### src/rtl/crc16_pkg.sv
// Shared CRC-16-CCITT definitions for the framer and the downstream checker.
// Latency: n/a (constants, types and a pure function only).
// Backpressure: n/a.
//
// Contents:
//   CRC16_POLY / CRC16_INIT / CRC16_XOROUT  - CCITT-FALSE parameters
//   enc_state_t                             - framer state encoding
//   crc16_word()                            - 16 bits per call, MSB first
package crc16_pkg;

   localparam logic [15:0] CRC16_POLY   = 16'h1021;
   localparam logic [15:0] CRC16_INIT   = 16'hFFFF;
   localparam logic [15:0] CRC16_XOROUT = 16'hFFFF;

   typedef enum logic [1:0] {
      IDLE = 2'd0,
      DATA = 2'd1,
      CRC  = 2'd2
   } enc_state_t;

   // Bit-serial CRC unrolled over one 16-bit word, MSB first, no reflection.
   function automatic logic [15:0] crc16_word(input logic [15:0] crc,
                                              input logic [15:0] word);
      logic [15:0] c;
      logic        fb;
      c = crc;
      for (int i = 15; i >= 0; i--) begin
         fb = c[15] ^ word[i];
         c  = {c[14:0], 1'b0} ^ (fb ? CRC16_POLY : 16'h0000);
      end
      return c;
   endfunction

endpackage

### src/rtl/crc16_word_update.sv
// Next-state CRC-16-CCITT logic for one 16-bit word per cycle.
// Latency: purely combinational, zero cycles.
// Backpressure: none; the caller decides when to commit crc_next.
//
// Ports:
//   crc      - current CRC register
//   word     - data word to fold in, MSB first
//   crc_next - CRC after absorbing word
module crc16_word_update
   import crc16_pkg::*;
(
   input  logic [15:0] crc,
   input  logic [15:0] word,
   output logic [15:0] crc_next
);

   assign crc_next = crc16_word(crc, word);

endmodule

### src/rtl/crc16_frame_encoder.sv
// Transmit framer: forwards 16-bit data words and appends one CRC-16 word per frame.
// Latency: an accepted word appears on out_data one cycle later; CRC follows the last word.
// Backpressure: single-entry output register; in_ready drops while it is held or a CRC is pending.
//
// Ports:
//   clk, reset (async, active-low)
//   in_data/in_valid/in_last/in_ready     - upstream word stream, in_last marks final data word
//   out_data/out_valid/out_ready          - downstream stream, data words followed by the CRC
//   out_last, out_is_crc                  - both set only on the appended CRC word
//   len_err                               - same-cycle pulse when a frame is cut at MAX_WORDS
//
// Build option: define CRC16_ENC_XOROUT_EN to append (register ^ CRC16_XOROUT) instead of
// the raw register. With it undefined the checker sees a zero residue over data+CRC.
module crc16_frame_encoder
   import crc16_pkg::*;
#(
   parameter int MAX_WORDS = 256,
   parameter int CNT_W     = $clog2(MAX_WORDS + 1)
)
(
   input  logic        clk,
   input  logic        reset,
   input  logic [15:0] in_data,
   input  logic        in_valid,
   input  logic        in_last,
   output logic        in_ready,
   output logic [15:0] out_data,
   output logic        out_valid,
   output logic        out_last,
   output logic        out_is_crc,
   input  logic        out_ready,
   output logic        len_err
);

   // Counter value held while the MAX_WORDS-th word of a frame is on the input.
   localparam logic [CNT_W-1:0] CNT_LAST = CNT_W'(MAX_WORDS - 1);

   enc_state_t       state;
   logic [15:0]      crc_reg;
   logic [15:0]      crc_next;
   logic [15:0]      crc_final;
   logic [CNT_W-1:0] word_cnt;

   logic slot_free;
   logic accept;
   logic at_max;
   logic terminal;

   crc16_word_update u_crc_update (
      .crc      (crc_reg),
      .word     (in_data),
      .crc_next (crc_next)
   );

`ifdef CRC16_ENC_XOROUT_EN
   assign crc_final = crc_reg ^ CRC16_XOROUT;
`else
   assign crc_final = crc_reg;
`endif

   // The output register can take a new word when empty or being drained this cycle.
   assign slot_free = !out_valid || out_ready;

   // Gating with reset keeps in_ready low while reset is held; all other terms are registered.
   assign in_ready  = reset && (state != CRC) && slot_free;
   assign accept    = in_valid && in_ready;
   assign at_max    = (word_cnt == CNT_LAST);
   assign terminal  = in_last || at_max;

   // Forced termination is flagged in the cycle the MAX_WORDS-th word is accepted.
   assign len_err   = accept && at_max && !in_last;

   always_ff @(posedge clk or negedge reset) begin
      if (!reset) begin
         state      <= IDLE;
         crc_reg    <= CRC16_INIT;
         word_cnt   <= '0;
         out_data   <= 16'h0000;
         out_valid  <= 1'b0;
         out_last   <= 1'b0;
         out_is_crc <= 1'b0;
      end else begin
         if (accept) begin
            // Data word: forward unchanged and fold into the running CRC.
            crc_reg    <= crc_next;
            word_cnt   <= word_cnt + CNT_W'(1);
            out_data   <= in_data;
            out_valid  <= 1'b1;
            out_last   <= 1'b0;
            out_is_crc <= 1'b0;
            state      <= terminal ? CRC : DATA;
         end else if ((state == CRC) && slot_free) begin
            // Append the CRC word and rearm for the next frame.
            out_data   <= crc_final;
            out_valid  <= 1'b1;
            out_last   <= 1'b1;
            out_is_crc <= 1'b1;
            crc_reg    <= CRC16_INIT;
            word_cnt   <= '0;
            state      <= IDLE;
         end else if (out_ready) begin
            // Drained with nothing to reload; payload bits are left as-is.
            out_valid  <= 1'b0;
         end
      end
   end

endmodule

### config.mk
export PLATFORM = sky130hd
export DESIGN_NAME = crc16_frame_encoder
export DESIGN_NICKNAME = d
export VERILOG_FILES = /design/src/rtl/crc16_pkg.sv /design/src/rtl/crc16_word_update.sv /design/src/rtl/crc16_frame_encoder.sv
export SDC_FILE = /design/constraint.sdc
export NUM_CORES = 1
export LEC_CHECK = 0
export BUFFER_PORTS_ARGS = -buffer_cell sky130_fd_sc_hd__buf_4
export CAP_MARGIN = 10
export CORE_MARGIN = 2
export CORE_UTILIZATION = 50
export DETAILED_ROUTE_END_ITERATION = 8
export PLACE_DENSITY = 0.69
export SYNTH_ARGS = -nofsm -noshare
export SYNTH_HDL_FRONTEND = slang
export SYNTH_SLANG_ARGS = --single-unit
### constraint.sdc
create_clock -name clk -period 2.9 [get_ports clk]
set_input_delay 0.145 -clock clk [delete_from_list [all_inputs] [get_ports clk]]
set_output_delay 0.145 -clock clk [all_outputs]
set_load 0.03 [all_outputs]
# After elaboration in Yosys (flattened, before gate mapping)
# Index checks and enable logic that the tools add are counted.
[word_totals]
register_bits = 45
[classes]
n_reduce_logical = 12
mux = 30
bitwise = 32
n_addsub = 1
eq_ne = 3
[op_table]
columns = ["op", "n"]
rows = [
  ["$xor 16x16->16", 16],
  ["$mux 13", 16],
  ["$mux 16", 4],
  ["$mux 9", 2],
  ["$xor 1x1->1", 16],
  ["$add 9x1->9 const B", 1],
  ["$eq 9x8->1 const B", 1],
  ["$logic_and 1x1->1", 6],
  ["$mux 2", 3],
  ["$mux 1", 5],
  ["$reduce_bool 3->1", 1],
  ["$eq 2x2->1 const B", 1],
  ["$logic_not 1->1", 2],
  ["$logic_or 1x1->1", 2],
  ["$ne 2x2->1 const B", 1],
  ["$reduce_bool 2->1", 1],
]

# Depth between registers and ports, before layout
[logic_depth]
depth_word = 49
mapped_depth = 8
depth_no_buf = 7

# By module
# Synthesis repeated with hierarchy kept, for this count alone.
[unflattened]
hier_cells = 258
area_unflattened_um2 = 2531.2
[by_module_without_submodules]
columns = ["mod", "instances", "area_per_inst_um2", "cells_per_inst", "seq_area_each_um2"]
rows = [
  ["crc16_frame_encoder", 1, 1978.1, 208, 1146.1],
  ["crc16_word_update", 1, 553.0, 50, 0.0],
]

# Worst setup path after synthesis
# No wires, ideal clock.
[synth_timing]
path_type = "register to output"
start = "reg out_valid"
end = "out len_err"
t_required_ps = 2755
path_buffers = 1
arrival_time_ps = 2174
setup_slack_ps = 581
path_stages_with_launch = 6
cell_sequence = "dfrtp_1 nand2b_1 and3_1 nand2_1 clkbuf_1 nor3b_1"
[synth_between]
elab_chain_len = 6
[synth_rtl]
columns = ["item", "line_no", "rtl"]
rows = [
  ["start, declared", "crc16_frame_encoder.sv:28", "output logic out_valid,"],
  ["start signal, assigned", "crc16_frame_encoder.sv:79", "out_valid <= 1'b0;"],
  ["start signal, assigned", "crc16_frame_encoder.sv:88", "out_valid <= 1'b1;"],
  ["start signal, assigned", "crc16_frame_encoder.sv:95", "out_valid <= 1'b1;"],
  ["$logic_not 1->1", "crc16_frame_encoder.sv:62", "assign slot_free = !out_valid || out_ready;"],
  ["$logic_or 1x1->1", "crc16_frame_encoder.sv:62", ""],
  ["$logic_and 1x1->1", "crc16_frame_encoder.sv:65", "assign in_ready = reset && (state != CRC) && slot_free;"],
  ["named net in_ready", "crc16_frame_encoder.sv:26", "output logic in_ready,"],
  ["$logic_and 1x1->1", "crc16_frame_encoder.sv:66", "assign accept = in_valid && in_ready;"],
  ["$logic_and 1x1->1 (2 in series)", "crc16_frame_encoder.sv:71", "assign len_err = accept && at_max && !in_last;"],
  ["end, declared", "crc16_frame_encoder.sv:32", "output logic len_err"],
]
# The timed path passes the listed nets, and every way through them passes these cells.

# Worst setup path in the final report
[layout_timing]
start = "reg crc_reg[13] (netlist: crc_final[13])"
end = "reg crc_reg[13] (netlist: crc_final[13])"
[layout_between]
elab_chain_len = 25
[layout_rtl]
columns = ["item", "line_no", "rtl"]
rows = [
  ["start, declared", "crc16_frame_encoder.sv:39", "logic [15:0] crc_reg;"],
  ["start signal, assigned", "crc16_frame_encoder.sv:85", "crc_reg <= crc_next;"],
  ["$xor 16x16->16 * (2 in series)", "crc16_pkg.sv:29", "c = {c[14:0], 1'b0} ^ (fb ? CRC16_POLY : 16'h0000);"],
  ["$xor 1x1->1 *", "crc16_pkg.sv:28", "fb = c[15] ^ word[i];"],
  ["$mux 13 *", "crc16_pkg.sv:29", ""],
  ["$xor 16x16->16 * (4 in series)", "crc16_pkg.sv:29", ""],
  ["$xor 1x1->1", "crc16_pkg.sv:28", ""],
  ["$mux 13", "crc16_pkg.sv:29", ""],
  ["$xor 16x16->16 * (4 in series)", "crc16_pkg.sv:29", ""],
  ["$xor 1x1->1", "crc16_pkg.sv:28", ""],
  ["$mux 13", "crc16_pkg.sv:29", ""],
  ["$xor 16x16->16 * (4 in series)", "crc16_pkg.sv:29", ""],
  ["$xor 1x1->1", "crc16_pkg.sv:28", ""],
  ["$mux 13", "crc16_pkg.sv:29", ""],
  ["$xor 16x16->16 * (2 in series)", "crc16_pkg.sv:29", ""],
  ["$mux 16 *", "crc16_frame_encoder.sv:83", "if (accept) begin"],
]
# Mark *: on every way between the ends. The rest lies on a longest branch, timed or not.
# A chain may end at the register's enable or synchronous reset.

==> summary.txt <==
total I/O pin count: 42
crit-path cells: xor3_2 -> xnor3_2 -> xnor2_4 -> xor2_1 -> o22ai_1 -> a21oi_1
global route total overflow: 0
Initial Utilization: 51.7%
Post-synth EDFFs: 0
DIE AREA: 5840 sq um
post-route antenna net violation count: 0
drt initial violations: 68
synth top area cells: dfrtp_1 (28%), dfstp_2 (16%), xnor2_1 (9.7%)
share of cells above drive strength 1: 26.5%
Cells after Synth: 264
critical path arrival: 2440 ps
status: complete, no violations
drt wl/cell: 14.8 um
routing usage on met1: 29.7%
worst-case reg-to-reg path depth: 6
Max Cap Viol: 0
GRT Total Usage: 20.7%
TritonCTS Buffers: 5
Critical Path Start: crc_final[13]
drt pass-1 iters: 4
min-delay src: in_data[10]
Hold Vio Cnt, Final: 0
initial antenna violation count: 0
Final Cycle Share: 76.6%
worst reg2reg path endpoint: crc_final[13]
H-tree lvl count: 2
Max clock buf depth: 2
standard-cell rows: 26
HP Class: in -> reg
Worst Setup End Kind: flop
Max FO, Critical Path: 6
register area share after synthesis: 43.7%
syn_area_per_cell: 9.93 sq um
met3 usage: 4.86%
IO Port Bufs: 41
yosys warns: 0
pin count of the biggest net entering global routing: 46
Least-Margin Pin Slew: 585 ps
Clock Skew: 11.4 ps
via count: 2005
vias in the first global route: 2000
chip height: 76.4 um
first-pass GRT wire length: 9.67 mm
critical path required time: 3120 ps
Pwr per Cell Area: 1400 nW/um^2
Post-CTS Setup Repair Bufs: 0
clock transition at the registers of the reported paths: 90 ps
Placer Congestion: 0.807
Mapped Nets: 287
max incr delay on CP: 610 ps
Layout Nets: 328
endpoints failing setup: 0
# DRC: 0
Total Neg Setup Slack: 0 ps
fmax: 450 MHz
Layout area overhead: 19.5%
hpwl dp: 3.85 mm
Root Buffer Master: clkbuf_8
Rel. slew slack: 61.0%
main flop type after synthesis: dfrtp_1
critical path class: reg -> reg
post-synthesis async set-or-reset flop share: 100%
register bit count reported by yosys: 45
synth unique cells: 34
met2 usage: 31.2%
final WL: 5.57 mm
mapped cell area: 2620 sq um
n_diodes: 0
busiest grt layer: met2
Leak: 1.48 nW
Hold Path Stages: 3
Max Slew Vio Count: 0
vias per cell: 5.33
most area-hungry cell type in the Yosys netlist: dfrtp_1
CTS tree: yes
Skew-Pair Late Insertion Delay: 300 ps
share of the synthesized area in the top cell type: 27.7%
Die X: 76.4 um
Core ar.: 5070 sq um
worst r2r src: crc_final[13]
Slowest-stage cell, CP: dfstp_2
R2R Setup Slk: 680 ps
post_cts resized: 0
# clock sinks: 45
Hold Path End: out_data[10]
CP Launch Type: flop
Final Critical Period: 2220 ps
RSZ-0062 raised after global routing: false
fin util: 61.8%
Top delay family on crit path: XOR/XNOR gates
WP buf/inv: 0
peak supply drop: 644 uV
registers in the layout, indices dropped and copies added (netlist names):
register / count
crc_final: 16
out_data: 16
out_is_crc: 1
out_valid: 1
state: 2
word_cnt: 9
stage by stage:
| stage | instance area, sq um | power, mW | worst slack, ps | cells | hold slack, ps |
|---|---|---|---|---|---|
| global route | 3130 | 4.74 | 579 | 376 | 97.4 |
| finish | 3130 | 4.38 | 678 | 376 | 88.0 |
| floorplan | 2620 | 3.30 | 581 | 264 | -151 |
| detailed placement | 3010 | 3.91 | 747 | 367 | 300 |
| CTS | 3130 | 4.42 | 679 | 376 | 81.5 |
| global placement | 3010 | 3.85 | 782 | 367 | 301 |
power breakdown:
part / switching, mW / leakage, nW / internal (mW) / total (mW)
Combinational: 1.45 / 0.892 / 1.29 / 2.75
Sequential: 0.195 / 0.534 / 0.954 / 1.15
Clock: 0.208 / 0.0585 / 0.281 / 0.489
cell usage after synthesis (2+ instances only):
library cell and number:
nand2_1 48, dfrtp_1 29, xnor2_1 29, dfstp_2 16, nor2_1 15, a21oi_1 13, o21ai_0 13, a22oi_1 12
clkbuf_1 11, o21ai_1 10, and3_1 9, xor2_1 8, inv_1 5, a221o_1 4, nor3_1 4, xnor3_1 4
a31oi_1 3, nand2b_1 3, nand3_1 3, nand4_1 3, xnor2_2 3, buf_2 2, ha_1 2, o22ai_1 2
xnor2_4 2, xnor3_2 2, xor3_2 2
layer usage:
| metal | vias up | wire length [um] |
|---|---|---|
| met4 | 0 | 63 |
| met2 | 49 | 2580 |
| met1 | 969 | 2680 |
| met5 | - | 0 |
| met3 | 7 | 243 |
| li1 | 980 | - |
worst max path at each step:
stage | end | slack, ps | cells after the start
after CTS | crc_final[13] | 680 | 6
after detailed placement | crc_final[13] | 750 | 6
after global routing | crc_final[13] | 580 | 6
after global placement | crc_final[14] | 780 | 6
final | crc_final[13] | 680 | 6
after floorplan | len_err | 580 | 5
worst reg2reg max path, delay by kind of cell, from the launching register on:
family	cells	cell delay [ps]
xor+xnor	4	1290
flops	1	610
compound gates	2	260
layout make-up:
class                   instances  area [sq um]
clock buffers                   7          86.3
clock inverters                 1          30.0
fillers                       466          1940
inverters                       5          18.8
multi-input cells             199          1400
flip-flops and latches         45          1150
well taps                      70          87.6
repair buffers                 49           370
cell usage in the layout (no fill, tap or decap), types with 9 or more instances in the layout:
cell / n
dfstp_2: 16
and3_1: 9
nand2_1: 48
o21ai_1: 10
a21oi_1: 13
buf_4: 48
a22oi_1: 12
dfrtp_1: 29
nor2_1: 15
o21ai_0: 13
xnor2_1: 29
timing repair:
action | 4_1_cts | 5_1_grt
hold buffers | 1 | 0
hold endpoints to repair | 29 | 0
endpoints found under the setup margin | 0 | 0
logic make-up (layout without fill, tap and decap cells):
family	after synthesis	in the layout	share of synthesized area, %
and+or+nand+nor	88	88	14.8
AOI/OAI and AO/OA	58	58	13.4
xor gates and xnor gates	51	51	24.1
DFF	45	45	43.7
buffers and inverters	20	62	3.10
adders and majority gates	2	2	0.954
Note: power is estimated with default switching activity, not from simulation.
